==> config.mk <==
export PLATFORM = sky130hd
export DESIGN_NAME = std_fifo_stream_out_flat
export DESIGN_NICKNAME = d
export VERILOG_FILES = /design/src/rtl/std_fifo_stream_out_if.sv /design/src/rtl/std_fifo_stream_out.sv /design/src/flat_wrapper.sv
export SDC_FILE = /design/constraint.sdc
export NUM_CORES = 1
export LEC_CHECK = 0
export ABC_AREA = 0
export CORE_UTILIZATION = 25
export DETAILED_ROUTE_END_ITERATION = 8
export PLACE_DENSITY = 0.45
export SLEW_MARGIN = 20
export SYNTH_ARGS = -nofsm -noshare
export SYNTH_HDL_FRONTEND = slang
export SYNTH_SLANG_ARGS = --single-unit
==> constraint.sdc <==
create_clock -name clk -period 3.1 [get_ports clk]
set_clock_uncertainty 0.1 [all_clocks]
set_input_delay 0.62 -clock clk [delete_from_list [all_inputs] [get_ports clk]]
set_output_delay 0.62 -clock clk [all_outputs]
set_load 0.005 [all_outputs]
==> src/rtl/std_fifo_stream_out_if.sv <==
// Handshake bundle between std_fifo, the stream-out stage and its consumer.
// master = stream-out stage; slave = the FIFO/consumer side.
interface std_fifo_stream_out_if #(
  parameter int WIDTH = 8
);
  logic             fifo_empty;
  logic             fifo_pop;
  logic [WIDTH-1:0] fifo_q;
  logic             out_valid;
  logic             out_ready;
  logic [WIDTH-1:0] out_data;

  modport master (
    input  fifo_empty,
    input  fifo_q,
    input  out_ready,
    output fifo_pop,
    output out_valid,
    output out_data
  );

  modport slave (
    output fifo_empty,
    output fifo_q,
    output out_ready,
    input  fifo_pop,
    input  out_valid,
    input  out_data
  );
endinterface

==> src/rtl/std_fifo_stream_out.sv <==
// std_fifo drain stage: pop/q (1-cycle latency) to FWFT valid/ready stream.
// Optional counters under `STD_FIFO_STREAM_OUT_STATS_EN.
module std_fifo_stream_out #(
  parameter int WIDTH = 8
) (
  input  logic                  clk,
  input  logic                  rst,
  std_fifo_stream_out_if.master bus
`ifdef STD_FIFO_STREAM_OUT_STATS_EN
  ,
  output logic [31:0]           o_xfer_count,
  output logic [31:0]           o_stall_count
`endif
);

  logic [WIDTH-1:0] r_buf [2];
  logic             r_rd_ptr;
  logic             r_wr_ptr;
  logic             r_inflight;
  logic [1:0]       r_cnt;

  logic             w_valid;
  logic             w_take;
  logic             w_pop;
  logic [2:0]       w_occ;
  logic [1:0]       w_cnt_nxt;

  // Pop only if the word still fits once this cycle's take frees a slot.
  always_comb begin
    w_valid   = (r_cnt != 2'd0);
    w_take    = w_valid && bus.out_ready;
    w_occ     = {1'b0, r_cnt}
              + {2'b00, r_inflight}
              - {2'b00, w_take};
    w_pop     = !bus.fifo_empty && (w_occ < 3'd2);
    w_cnt_nxt = r_cnt
              + {1'b0, r_inflight}
              - {1'b0, w_take};
  end

  assign bus.fifo_pop  = w_pop;
  assign bus.out_valid = w_valid;
  assign bus.out_data  = r_buf[r_rd_ptr];

  always_ff @(posedge clk) begin
    if (rst) begin
      r_inflight <= 1'b0;
      r_rd_ptr   <= 1'b0;
      r_wr_ptr   <= 1'b0;
      r_cnt      <= 2'd0;
    end else begin
      r_inflight <= w_pop;
      r_cnt      <= w_cnt_nxt;
      if (r_inflight) r_wr_ptr <= ~r_wr_ptr;
      if (w_take)     r_rd_ptr <= ~r_rd_ptr;
    end
  end

  // Data slots carry no reset; r_cnt alone says what is live.
  always_ff @(posedge clk) begin
    if (r_inflight) r_buf[r_wr_ptr] <= bus.fifo_q;
  end

`ifdef STD_FIFO_STREAM_OUT_STATS_EN
  always_ff @(posedge clk) begin
    if (rst) begin
      o_xfer_count  <= 32'd0;
      o_stall_count <= 32'd0;
    end else begin
      if (w_take)
        o_xfer_count <= o_xfer_count + 32'd1;
      if (w_valid && !bus.out_ready)
        o_stall_count <= o_stall_count + 32'd1;
    end
  end
`endif

endmodule
==> src/flat_wrapper.sv <==
// flat-port wrapper written by rule: the top's interface ports become plain ports
module std_fifo_stream_out_flat 
#(
  parameter int WIDTH = 8
)
  (clk, rst, bus_fifo_empty, bus_fifo_q, bus_out_ready, bus_fifo_pop, bus_out_valid, bus_out_data);
  std_fifo_stream_out_if #(.WIDTH(WIDTH)) bus_i ();
  input  logic clk;
  input  logic rst;
  input wire logic [$bits(bus_i.fifo_empty)-1:0] bus_fifo_empty;
  input wire logic [$bits(bus_i.fifo_q)-1:0] bus_fifo_q;
  input wire logic [$bits(bus_i.out_ready)-1:0] bus_out_ready;
  output wire logic [$bits(bus_i.fifo_pop)-1:0] bus_fifo_pop;
  output wire logic [$bits(bus_i.out_valid)-1:0] bus_out_valid;
  output wire logic [$bits(bus_i.out_data)-1:0] bus_out_data;
  assign bus_i.fifo_empty = bus_fifo_empty;
  assign bus_i.fifo_q = bus_fifo_q;
  assign bus_i.out_ready = bus_out_ready;
  assign bus_fifo_pop = bus_i.fifo_pop;
  assign bus_out_valid = bus_i.out_valid;
  assign bus_out_data = bus_i.out_data;
  std_fifo_stream_out #(.WIDTH(WIDTH)) u_core (.clk(clk), .rst(rst), .bus(bus_i));
endmodule
* Word level (Yosys, flattened, before mapping)
Memories as Yosys holds them, arrays and structs flattened. A register that Yosys moved wholly into a read port is not among the register bits.
Cells that the tools add are included.
** Storage, ports and cells
- Word-level logic and storage cells :: 20
- RAM bits :: 16
- Memories :: 1
- Register bits :: 5
** Memories
- u_core.r_buf :: words 2, width 8, rd ports 1, clocked after memory_dff 1, wr ports 1, RTL line std_fifo_stream_out.sv:16 : logic [WIDTH-1:0] r_buf [2];
** Operators by class
- $lt $le $gt $ge :: 1
- Reductions and logical operators :: 4
- Add/sub/neg operators :: 4
- Mux-type cells :: 4
- Bitwise operators :: 2
** Operators with widths (count)
- 1-bit 2-to-1 mux :: 4
- 2-bit by 1-bit adder with 3-bit output :: 1
- 3-bit by 2-bit less-than comparator with 1-bit output (second input constant) :: 1
- 3-bit by 1-bit subtractor with 3-bit output :: 1
- 2-bit by 1-bit adder with 2-bit output :: 1
- 1-bit logical AND :: 2
- 1-bit inverter :: 2
- 2-bit nonzero test :: 1
- 2-bit by 1-bit subtractor with 2-bit output :: 1
- 1-bit logical NOT :: 1

* Logic depth before layout (Yosys ltp)
- Word-level depth :: 5
- Gate-level depth with buffers :: 7

* Worst setup path after synthesis
Ideal clock, no wire load.
- Path type :: input to output
- Start :: input port bus_out_ready
- End :: output port bus_fifo_pop
- Path slack :: 480 ps
- Arrival time :: 1900 ps
- Buffers on the path :: 0
- Stages :: 6
- Cell sequence :: o21a_1 > ha_1 > inv_1 > ha_1 > fa_1 > nor3_1
** Between the ends
- Longest elaborated chain between the ends :: 4
** RTL lines
- start, declared :: RTL line flat_wrapper.sv:12 : input wire logic [$bits(bus_i.out_ready)-1:0] bus_out_ready;
- 1-bit logical AND :: RTL line std_fifo_stream_out.sv:31 : w_take = w_valid && bus.out_ready;
- 3-bit by 1-bit subtractor with 3-bit output :: RTL line std_fifo_stream_out.sv:34 : - {2'b00, w_take};
- 3-bit by 2-bit less-than comparator with 1-bit output :: RTL line std_fifo_stream_out.sv:35 : w_pop = !bus.fifo_empty && (w_occ < 3'd2);
- 1-bit logical AND :: RTL line std_fifo_stream_out.sv:35
- end, declared :: RTL line flat_wrapper.sv:13 : output wire logic [$bits(bus_i.fifo_pop)-1:0] bus_fifo_pop;
No other way between the ends.

* Final worst setup path
- Start :: input port bus_out_ready
- End :: output port bus_fifo_pop
** Between the ends
- Longest elaborated chain between the ends :: 4
** RTL lines
- 1-bit logical AND :: RTL line std_fifo_stream_out.sv:31
- net u_core.w_take :: RTL line std_fifo_stream_out.sv:23 : logic w_take;
- 3-bit by 1-bit subtractor with 3-bit output :: RTL line std_fifo_stream_out.sv:34
- 3-bit by 2-bit less-than comparator with 1-bit output :: RTL line std_fifo_stream_out.sv:35
- 1-bit logical AND :: RTL line std_fifo_stream_out.sv:35
The timed path passes the listed nets, and every way through them passes these cells.

==> impl_metrics.yaml <==
grt:
  antenna_found_initial: 0
  grtUsageTotal_pct: 8.66
  grt_pass1_wl_um: 2200
  grt_max_degree: 13
  grt_overflow: 0
  grt_pass1_vias: 524
final_layout:
  fin_util_pct: 38.1
  fill_cells: 328
  final_cell_mix: "clkdlybuf4s50_1, edfxtp_1, mux2_2"
  design_area_mm2: 0.00120
  nNetsFinal: 100
  layout_commonest_cell: "clkdlybuf4s50_1"
  area_growth_pct: 40.0
  drive_gt1_share_pct: 29.8
  diodes: 0
yosys:
  ys_warn_count: 0
  synth_top_family_by_area: "multiplexers"
  yosysSeqAreaShare_pct: 70.1
  synth_top_area_share_pct: 56.1
  ys_ff_latch: 22
  syn-num-nets: 68
  yosysUniqueCellTypes: 15
  netlist_area_um2: 857
  synth_mux_area_share_pct: 13.1
  synth-simple-area-share_pct: 6.28
  synthXorXnorAreaFrac_pct: 2.04
  yosysTopAreaCell: "edfxtp_1"
  synth_compound_area_share_pct: 0.876
  synthAdderAreaFrac_pct: 5.26
  postSynthCellCount: 53
  ys_top_cells_by_area: "edfxtp_1, dfxtp_1, mux2_2, ha_1, fa_1"
  avgSynthCellArea_um2: 16.2
critical_path:
  r2r_cells: 7
  cp-endpoint: "bus_fifo_pop"
  start_kind: "primary input"
  timing.rr.start: "u_core.r_cnt[1]"
  endpoint_kind: "primary output"
  r2r_slack_ns: 0.94
  critPathLaunch: "bus_out_ready"
  path_depth: 9
  crit_fanout: 2
  critical_path_buf_inv_count: 3
  cp.arrival_ns: 2.22
  crit_chain: "dlygate4sd2_1 -> o21a_1 -> ha_1 -> inv_1 -> ha_2 -> fa_2 -> xnor2_1 -> nor3_2 -> buf_2"
  crit_slowest_cell: "fa_2"
  critPathKind: "in -> out"
  regToRegEndpoint: "u_core.r_inflight"
  crit_path_max_incr_delay_ns: 0.35
  required_ns: 2.38
  crit_family: "adder cells"
floorplan:
  coreArea_mm2: 0.00315
  die_h_um: 60.6
  start_util_pct: 27.2
  die-width_um: 60.6
  pin_count: 22
  die_area_mm2: 0.00367
  rows: 20
power_and_ir_drop:
  power.density_mw_per_mm2: 766
  p_total_mw: 0.919
  max-vdd-ir-drop_v: 0.000319
  leakagePower_nw: 0.436
timing:
  timing.slew.headroom_pct: 53.7
  hold_violations: 0
  finalCriticalPeriod_ns: 2.94
  setup_viol: 0
  fin_ws_ns: 0.160
  maxSlewViolCount: 0
  period_share_pct: 94.8
  worst_pin_slew_ns: 0.692
  max_freq_ghz: 0.340
  rsz0062_at_grt: "false"
clock_network:
  cts.path.max_buffers: 2
  clock_sinks: 22
  h-tree-depth: 1
  numCtsBuffers: 3
  clock-root-buffer: "clkbuf_4"
  cts_tree: "built"
  clk_latency_ns: 0.29
  path_clk_slew_ns: 0.11
flow_run:
  drv_cap: 0
drt:
  wl_met3_um: 92
  drcViolationCount: 0
  wl_met2_um: 736
  dr.max_layer_used: "met4"
  vias: 508
  wire_per_inst_um: 10.8
  ant_nets: 0
  routed_via_density: 3.97
  drt-met1-wl_um: 539
  wl_um: 1380
  firstDrtPassIters: 4
  drtIter0Drc: 8
placed_design:
  place_congestion: 0.624
  io_buffer_count: 21
  post-dp-hpwl_um: 955
  pre_cts_slack_ns: -0.449
  dpl_cell_area_mm2: 0.00112
min_path:
  hold_path.class: "reg -> reg"
outcome:
  status: "complete, no violations"
## repair_timing
action,4_1_cts,5_1_grt
buffers inserted,6,0
setup endpoints to repair,1,0
endpoints found under the hold margin,0,0
hold buffers,0,0
resized for setup,8,0
## logic make-up after synthesis
logic type	after synthesis
simple gates	10
xor+xnor	2
fa+ha+maj	3
flops	22
mux	10
compound gates	1
buf+inv	5
## area by class of cell
type                    count  area (µm²)  area share (%)
well taps                  44        55.1            4.59
inverters                   4        15.0            1.25
repair buffers             28         256            21.4
multi-input cells          26         246            20.5
clock buffers               3        22.5            1.88
clock inverters             1        3.75           0.313
flip-flops and latches     22         601            50.1
## state kept, by name, summed over array words and instances (netlist names), named ones only
register           cells
u_core.r_buf          16
u_core.r_cnt           2
u_core.r_inflight      1
u_core.r_rd_ptr        1
u_core.r_wr_ptr        1
## through the flow
step                      hold WS [ns]  TNS [ns]  instances
after floorplan                  0.390         0         53
after global placement           0.405    -0.436        118
after detailed placement         0.427    -0.449        118
after CTS                        0.459         0        128
after global routing             0.501         0        128
final                            0.452         0        128
## tightest hold or removal path, stage by stage (launching register included)
cell and delay, ns:
dfxtp_1 0.37, xnor2_1 0.08, nor2_1 0.07
## worst min-delay path by stage
stage,from,end,slack (ns),cells after the start
2_1_floorplan,u_core.r_inflight,u_core.r_wr_ptr,0.39,2
3_3_place_gp,u_core.r_inflight,u_core.r_wr_ptr,0.40,2
3_5_place_dp,u_core.r_inflight,u_core.r_wr_ptr,0.43,2
4_1_cts,u_core.r_inflight,u_core.r_wr_ptr,0.46,2
5_1_grt,u_core.r_inflight,u_core.r_wr_ptr,0.50,2
6_report,u_core.r_inflight,u_core.r_wr_ptr,0.45,2
## power by group
group | internal (mW) | switching (mW) | leakage [nW]
combinational | 0.249 | 0.124 | 0.225
sequential | 0.385 | 0.0371 | 0.195
clock | 0.0467 | 0.0778 | 0.0154
total | 0.681 | 0.239 | 0.436
## synthesized netlist by cell type
cell,instances
buf_2,1
nor3_1,1
fa_1,1
nor2b_1,3
nor2_1,3
and2_1,1
xnor2_1,2
edfxtp_1,16
o21a_1,1
inv_1,4
or2_2,1
nor4_1,1
mux2_2,10
dfxtp_1,6
ha_1,2
## metal layers
metal	track usage, %	vias to the layer above
li1	-	248
met2	16.8	15
met4	3.90	0
met1	8.05	243
met5	0	-
met3	2.99	2
Power figures use the tool's default switching activity.
